**src/rtl/regfile_sb.sv**
```systemverilog
// Register file with per-register pending (scoreboard) bits and a sequential scrub FSM.
// Optional write-to-read forwarding is enabled by defining REGFILE_SB_BYPASS_EN.
module regfile_sb #(
    parameter int NUM_REGS      = 8,
    parameter int DATA_WIDTH    = 36,
    parameter int ADDRESS_WIDTH = $clog2(NUM_REGS),
    parameter int ZERO_REG      = 0
) (
    input  logic                     i_clk,
    input  logic                     i_rst,
    input  logic [ADDRESS_WIDTH-1:0] i_rs1,
    input  logic [ADDRESS_WIDTH-1:0] i_rs2,
    output logic [DATA_WIDTH-1:0]    o_rs1_data,
    output logic [DATA_WIDTH-1:0]    o_rs2_data,
    output logic                     o_rs1_pend,
    output logic                     o_rs2_pend,
    input  logic                     i_wen,
    input  logic [ADDRESS_WIDTH-1:0] i_rd,
    input  logic [DATA_WIDTH-1:0]    i_wdata,
    input  logic                     i_alloc,
    input  logic [ADDRESS_WIDTH-1:0] i_alloc_rd,
    input  logic                     i_clr,
    output logic                     o_clr_busy
);

    typedef enum logic {IDLE, CLEAR} state_t;

    localparam logic [ADDRESS_WIDTH-1:0] LAST_IDX = ADDRESS_WIDTH'(NUM_REGS - 1);

    state_t                   state, state_nxt;
    logic [ADDRESS_WIDTH-1:0] cnt;
    logic [DATA_WIDTH-1:0]    regs [NUM_REGS];
    logic [NUM_REGS-1:0]      pend;
    logic                     wr_ok, alloc_ok;

    // Index 0 swallows writes and allocations when it is the hardwired zero register.
    assign wr_ok    = i_wen   && !(ZERO_REG != 0 && i_rd == '0);
    assign alloc_ok = i_alloc && !(ZERO_REG != 0 && i_alloc_rd == '0);

    always_comb begin
        state_nxt = state;
        case (state)
            IDLE:    if (i_clr) state_nxt = CLEAR;
            CLEAR:   if (cnt == LAST_IDX) state_nxt = IDLE;
            default: state_nxt = IDLE;
        endcase
    end

    always_ff @(posedge i_clk) begin
        if (i_rst) state <= IDLE;
        else       state <= state_nxt;
    end

    assign o_clr_busy = (state == CLEAR);

    always_ff @(posedge i_clk) begin
        if (i_rst) begin
            for (int i = 0; i < NUM_REGS; i++) regs[i] <= '0;
            pend <= '0;
            cnt  <= '0;
        end else if (state == CLEAR) begin
            regs[cnt] <= '0;
            pend[cnt] <= 1'b0;
            cnt       <= (cnt == LAST_IDX) ? '0 : cnt + 1'b1;
        end else begin
            cnt <= '0;
            if (wr_ok) begin
                regs[i_rd] <= i_wdata;
                pend[i_rd] <= 1'b0;
            end
            // Placed after the write so a same-index allocation leaves pend set.
            if (alloc_ok) pend[i_alloc_rd] <= 1'b1;
        end
    end

`ifdef REGFILE_SB_BYPASS_EN
    logic fwd1, fwd2, alloc_hit1, alloc_hit2;
    assign fwd1       = (state == IDLE) && wr_ok && (i_rd == i_rs1);
    assign fwd2       = (state == IDLE) && wr_ok && (i_rd == i_rs2);
    assign alloc_hit1 = alloc_ok && (i_alloc_rd == i_rs1);
    assign alloc_hit2 = alloc_ok && (i_alloc_rd == i_rs2);
`endif

    always_comb begin
        o_rs1_data = regs[i_rs1];
        o_rs1_pend = pend[i_rs1];
        o_rs2_data = regs[i_rs2];
        o_rs2_pend = pend[i_rs2];
`ifdef REGFILE_SB_BYPASS_EN
        if (fwd1) begin
            o_rs1_data = i_wdata;
            if (!alloc_hit1) o_rs1_pend = 1'b0;
        end
        if (fwd2) begin
            o_rs2_data = i_wdata;
            if (!alloc_hit2) o_rs2_pend = 1'b0;
        end
`endif
        if (ZERO_REG != 0 && i_rs1 == '0) begin
            o_rs1_data = '0;
            o_rs1_pend = 1'b0;
        end
        if (ZERO_REG != 0 && i_rs2 == '0) begin
            o_rs2_data = '0;
            o_rs2_pend = 1'b0;
        end
    end

endmodule
```
**config.mk**
```make
export PLATFORM = sky130hd
export DESIGN_NAME = regfile_sb
export DESIGN_NICKNAME = d
export VERILOG_FILES = /design/src/rtl/regfile_sb.sv
export SDC_FILE = /design/constraint.sdc
export NUM_CORES = 1
export LEC_CHECK = 0
export CAP_MARGIN = 20
export CORE_AREA = 2 2 240 171
export DETAILED_ROUTE_END_ITERATION = 10
export DIE_AREA = 0 0 242 173
export HOLD_SLACK_MARGIN = 0.03
export SYNTH_ARGS = -nofsm -noshare
export SYNTH_HDL_FRONTEND = slang
export SYNTH_SLANG_ARGS = --single-unit
```
**constraint.sdc**
```tcl
create_clock -name i_clk -period 6.1 [get_ports i_clk]
set_input_delay 0.61 -clock i_clk [delete_from_list [all_inputs] [get_ports i_clk]]
set_output_delay 0.61 -clock i_clk [all_outputs]
set_load 0.03 [all_outputs]
```
## After elaboration in Yosys (flattened, before gate mapping)

Memory sizes are Yosys's and may differ from the RTL's.
Cells that the tools add are included.
W data, S select, Z words.

- Bits in registers: 12
- RAM bits: 288
- Bits of input ports: 53
- Output and inout port bits: 75
- Memories kept: 1

Memories:

| name | depth | bits a word | rd ports | clocked after Yosys merged registers in | write ports | RTL line | text |
|---|---|---|---|---|---|---|---|
| regs | 8 | 36 | 2 | 0 | 8 | 32 | `logic [DATA_WIDTH-1:0] regs [NUM_REGS];` |

- Add/sub/neg operators: 1
- Order comparisons: 8
- Equality and inequality tests: 1
- Mux-type cells: 33
- Bitwise logic cells: 6
- Reduce and logical (&&, ||, !) cells: 6

Operators by type and width:

| cell | count |
|---|---|
| $mux W36 | 2 |
| $reduce_or A36 Y1 | 2 |
| $mux W8 | 5 |
| $lt A3 B4 Y1 const B | 5 |
| $mux W1 | 18 |
| $and A8 B8 Y8 | 2 |
| $not A8 Y8 | 2 |
| $demux W1 S3 | 3 |
| $ge A3 B1 Y1 const B | 3 |
| $or A8 B8 Y8 | 1 |
| $bmux W1 S3 | 2 |
| $mux W3 | 2 |
| $add A3 B1 Y3 const B | 1 |
| $eq A3 B3 Y1 const B | 1 |
| $logic_and A1 B1 Y1 | 3 |
| $reduce_or A3 Y1 | 1 |
| $pmux W1 S2 | 1 |
| $not A1 Y1 | 1 |

## Depth between registers and ports, before layout

- Depth in word-level cells: 12
- Gate-level depth with buffers: 7

## Least setup slack after synthesis

OpenSTA, ideal clock, no wires.

- Kind: input to register
- From: input port i_rst
- To: memory regs[4][0] (enable)
- Data arrival time: 3,325 ps
- Required time: 5,663 ps
- Setup slack: 2,338 ps
- Cell stages on the path: 6
- Cell sequence: buf_4 nor3b_1 buf_4 mux2_4 buf_4 o21bai_1

RTL lines:

| element | RTL line | text |
|---|---|---|
| start, declared | 10 | `input logic i_rst,` |
| end, declared | 32 |  |

## Final worst setup path

- From: input port i_rs1[0]
- To: output port o_rs1_data[12]

- Longest elaborated chain between the ends: 1

Ends and longest elaborated chain:

| element | RTL line | text |
|---|---|---|
| start, declared | 11 | `input logic [ADDRESS_WIDTH-1:0] i_rs1,` |
| $mem_v2 Z8 W36 | - |  |
| end, declared | 13 | `output logic [DATA_WIDTH-1:0] o_rs1_data,` |

No other way between the ends.

==> results.cfg <==
[drt]
drc = 0
post_drt_wl_per_cell_um = 25.8
viasPerCell = 5.71
ant_nets = 0
drt_wl_total_um = 43800
drt_iter0_markers = 1120
via_count = 9705
drt-pass1-iter-count = 5

[clocking]
numCtsBuffers = 30
cts_resized = 0
clk_latency_ns = 0.57
clock_path_buffers = 3
numClockSinks = 300
clkSlewWorstSetupHoldPaths_ns = 0.06
post_cts_buffers = 0
cts_root_buf = clkbuf_16
cts_hold_buffers = 0
cts_tree = yes
htree_num_levels = 1

[worst_setup_path]
critical-path-max-stage-delay_ns = 0.73
critPathKind = in -> out
required_ns = 5.49
crit_chain = buf_4 > buf_4 > mux4_2 > mux2_2 > clkdlybuf4s50_1
crit_arrival_ns = 3.30
critPathSlowestCell = buf_4
cp-start-kind = input port
end_kind = output pin
crit_fanout = 46
path_common_cell = buf_4

[sta]
skew_ns = 0.0125
setup_viol = 0
fmax_ghz = 0.255
period_minus_slack_ns = 3.91
rsz0062_at_grt = no
hold_viol_final = 0
drv_slew = 0
timing.hold.ws_ns = 0.509
setup_tns_ns = 0
fin_crit_sh_pct = 64.2
tightest_slew_ns = 0.984
relSlewSlack_pct = 34.4

[global_route]
grtUsageMet1_pct = 31.2
grt_usage_pct = 20.9
grt_max_degree = 49
grt_overflow = 0
grt_pass1_wl_um = 65300
grt_pass1_vias = 10131
busiest_layer = met2
antenna_found_initial = 0
met3_usage_pct = 2.61
use_met2_pct = 33.4

[power_and_ir_drop]
p_leak_nw = 6.23
power.density_nw_per_um2 = 276
power_mw = 5.06
peakVddDrop_mv = 0.205

[floorplanning]
rows = 61
die_h_um = 173
start_util_pct = 39.9
core_um2 = 39400
dieArea_um2 = 41900
die_x_um = 242
io_pins = 128

[yosys]
syn-num-nets = 1095
synth.area.top_cells = edfxtp_1, mux4_2, nor2_1
synth_top_area_share_pct = 55.1
ys_seq_elements = 300
yosysUniqueCellTypes = 39
avgSynthCellArea_um2 = 15.1
yosysTopAreaCell = edfxtp_1
yosysSeqAreaShare_pct = 56.6
synth_top_flop_cell = edfxtp_1
postSynth.asyncResetShare_pct = 0
synth_common_cells = nor2_1, edfxtp_1, mux4_2
synth_cells = 1040
synth_warnings = 0
synth_edf_count = 288
synth_most_common_cell = nor2_1
synth_area_um2 = 15700

[finish]
nets = 1196
syn2layout_area_growth_pct = 16.9
diodes = 0
design_area_um2 = 18400
num-fill-cells = 3468
layout-drive-gt1-share_pct = 29.7
fin_cells = 1700

[place]
place.gp.congestion = 0.744
placed_area_um2 = 17300
hpwl_um = 26300
placed_cells = 1643
io_buffers = 127

[worst_hold_path]
hold_path.class = reg -> reg

[run]
maxCapViolations = 0

[status]
status = complete, no violations
cell families (layout without fill, tap and decap cells):
group	Yosys count	in the layout	share of synthesized area, %
adders and majority gates	2	2	0.159
and+or+nand+nor	399	399	11.2
buffers and inverters	83	208	3.61
DFF	300	300	56.6
AOI/OAI and AO/OA	26	26	1.27
muxes	230	230	27.1
area by class of cell:
type	instances	area [um^2]	share of cell area [%]
timing repair buffer	152	1460	7.98
clock buffer	32	779	4.25
multi-input combinational	657	6330	34.5
sequential	300	8890	48.4
tap	535	669	3.65
clock inverter	24	221	1.21
cells in the final DEF, fill, tap and decap left out, types with 2 or more instances in the layout:
master           netlist  routed
nand2_1               58      58
mux2_4                 2       2
nand2_4               20      20
a21o_2                 0       4
buf_12                 2       2
clkdlybuf4s50_1        0     121
ha_1                   2       2
mux2i_4                0       2
bufinv_16              0       4
clkbuf_16              0      31
clkinv_1               0       9
o21bai_4               0       4
a21bo_2                4       4
mux2_2                76      76
mux4_2               148     148
or2_2                  2       2
nor2b_1                7       7
clkinvlp_4             0       2
clkinv_2               0       7
buf_2                 33       2
a311oi_1               4       4
and2_1                 4       4
nand3_2                2       2
buf_4                 14      27
mux2i_1                4       2
a32oi_1                4       4
nor2_1               292     292
dfxtp_1               12      12
nand2b_1               4       4
a21oi_1                5       5
edfxtp_1             288     288
clkinv_4               0       2
worst paths after layout:
path	endpoint	slack (ns)	cells past startpoint	start
max	o_rs1_data[12]	2.19	5	i_rs1[0]
min	cnt[0]	0.51	1	cnt[0]
max reg2reg	regs[6][25]	2.73	5	o_clr_busy
min reg2reg	cnt[0]	0.51	1	cnt[0]
worst max-delay path: cells and delay by family:
kind / cells / cell delay (ns)
mux: 2 / 0.87
buf+inv: 3 / 1.79
where the power goes:
part	internal, mW	switching [mW]
Sequential	2.35	0.0499
Combinational	0.342	0.422
Clock	1.09	0.809
Total	3.78	1.28
state kept, by name, summed over array words and instances (netlist names):
name / count
cnt: 3
o_clr_busy: 1
pend: 8
regs: 288
routing by layer:
| layer | wire (um) | share of wire, % | vias to the layer above |
|---|---|---|---|
| li1 | - | - | 4176 |
| met4 | 701 | 1.6 | 0 |
| met2 | 20500 | 47 | 401 |
| met5 | 0 | 0 | - |
| met3 | 2970 | 6.8 | 44 |
| met1 | 19600 | 45 | 5084 |
metrics by stage:
step	setup WS (ns)	util (%)
after floorplan	2.34	-
after global placement	1.98	44.0
after detailed placement	1.95	44.0
after CTS	2.09	46.6
after global routing	1.99	46.6
final	2.19	46.6
Note: power is estimated with default switching activity, not from simulation.
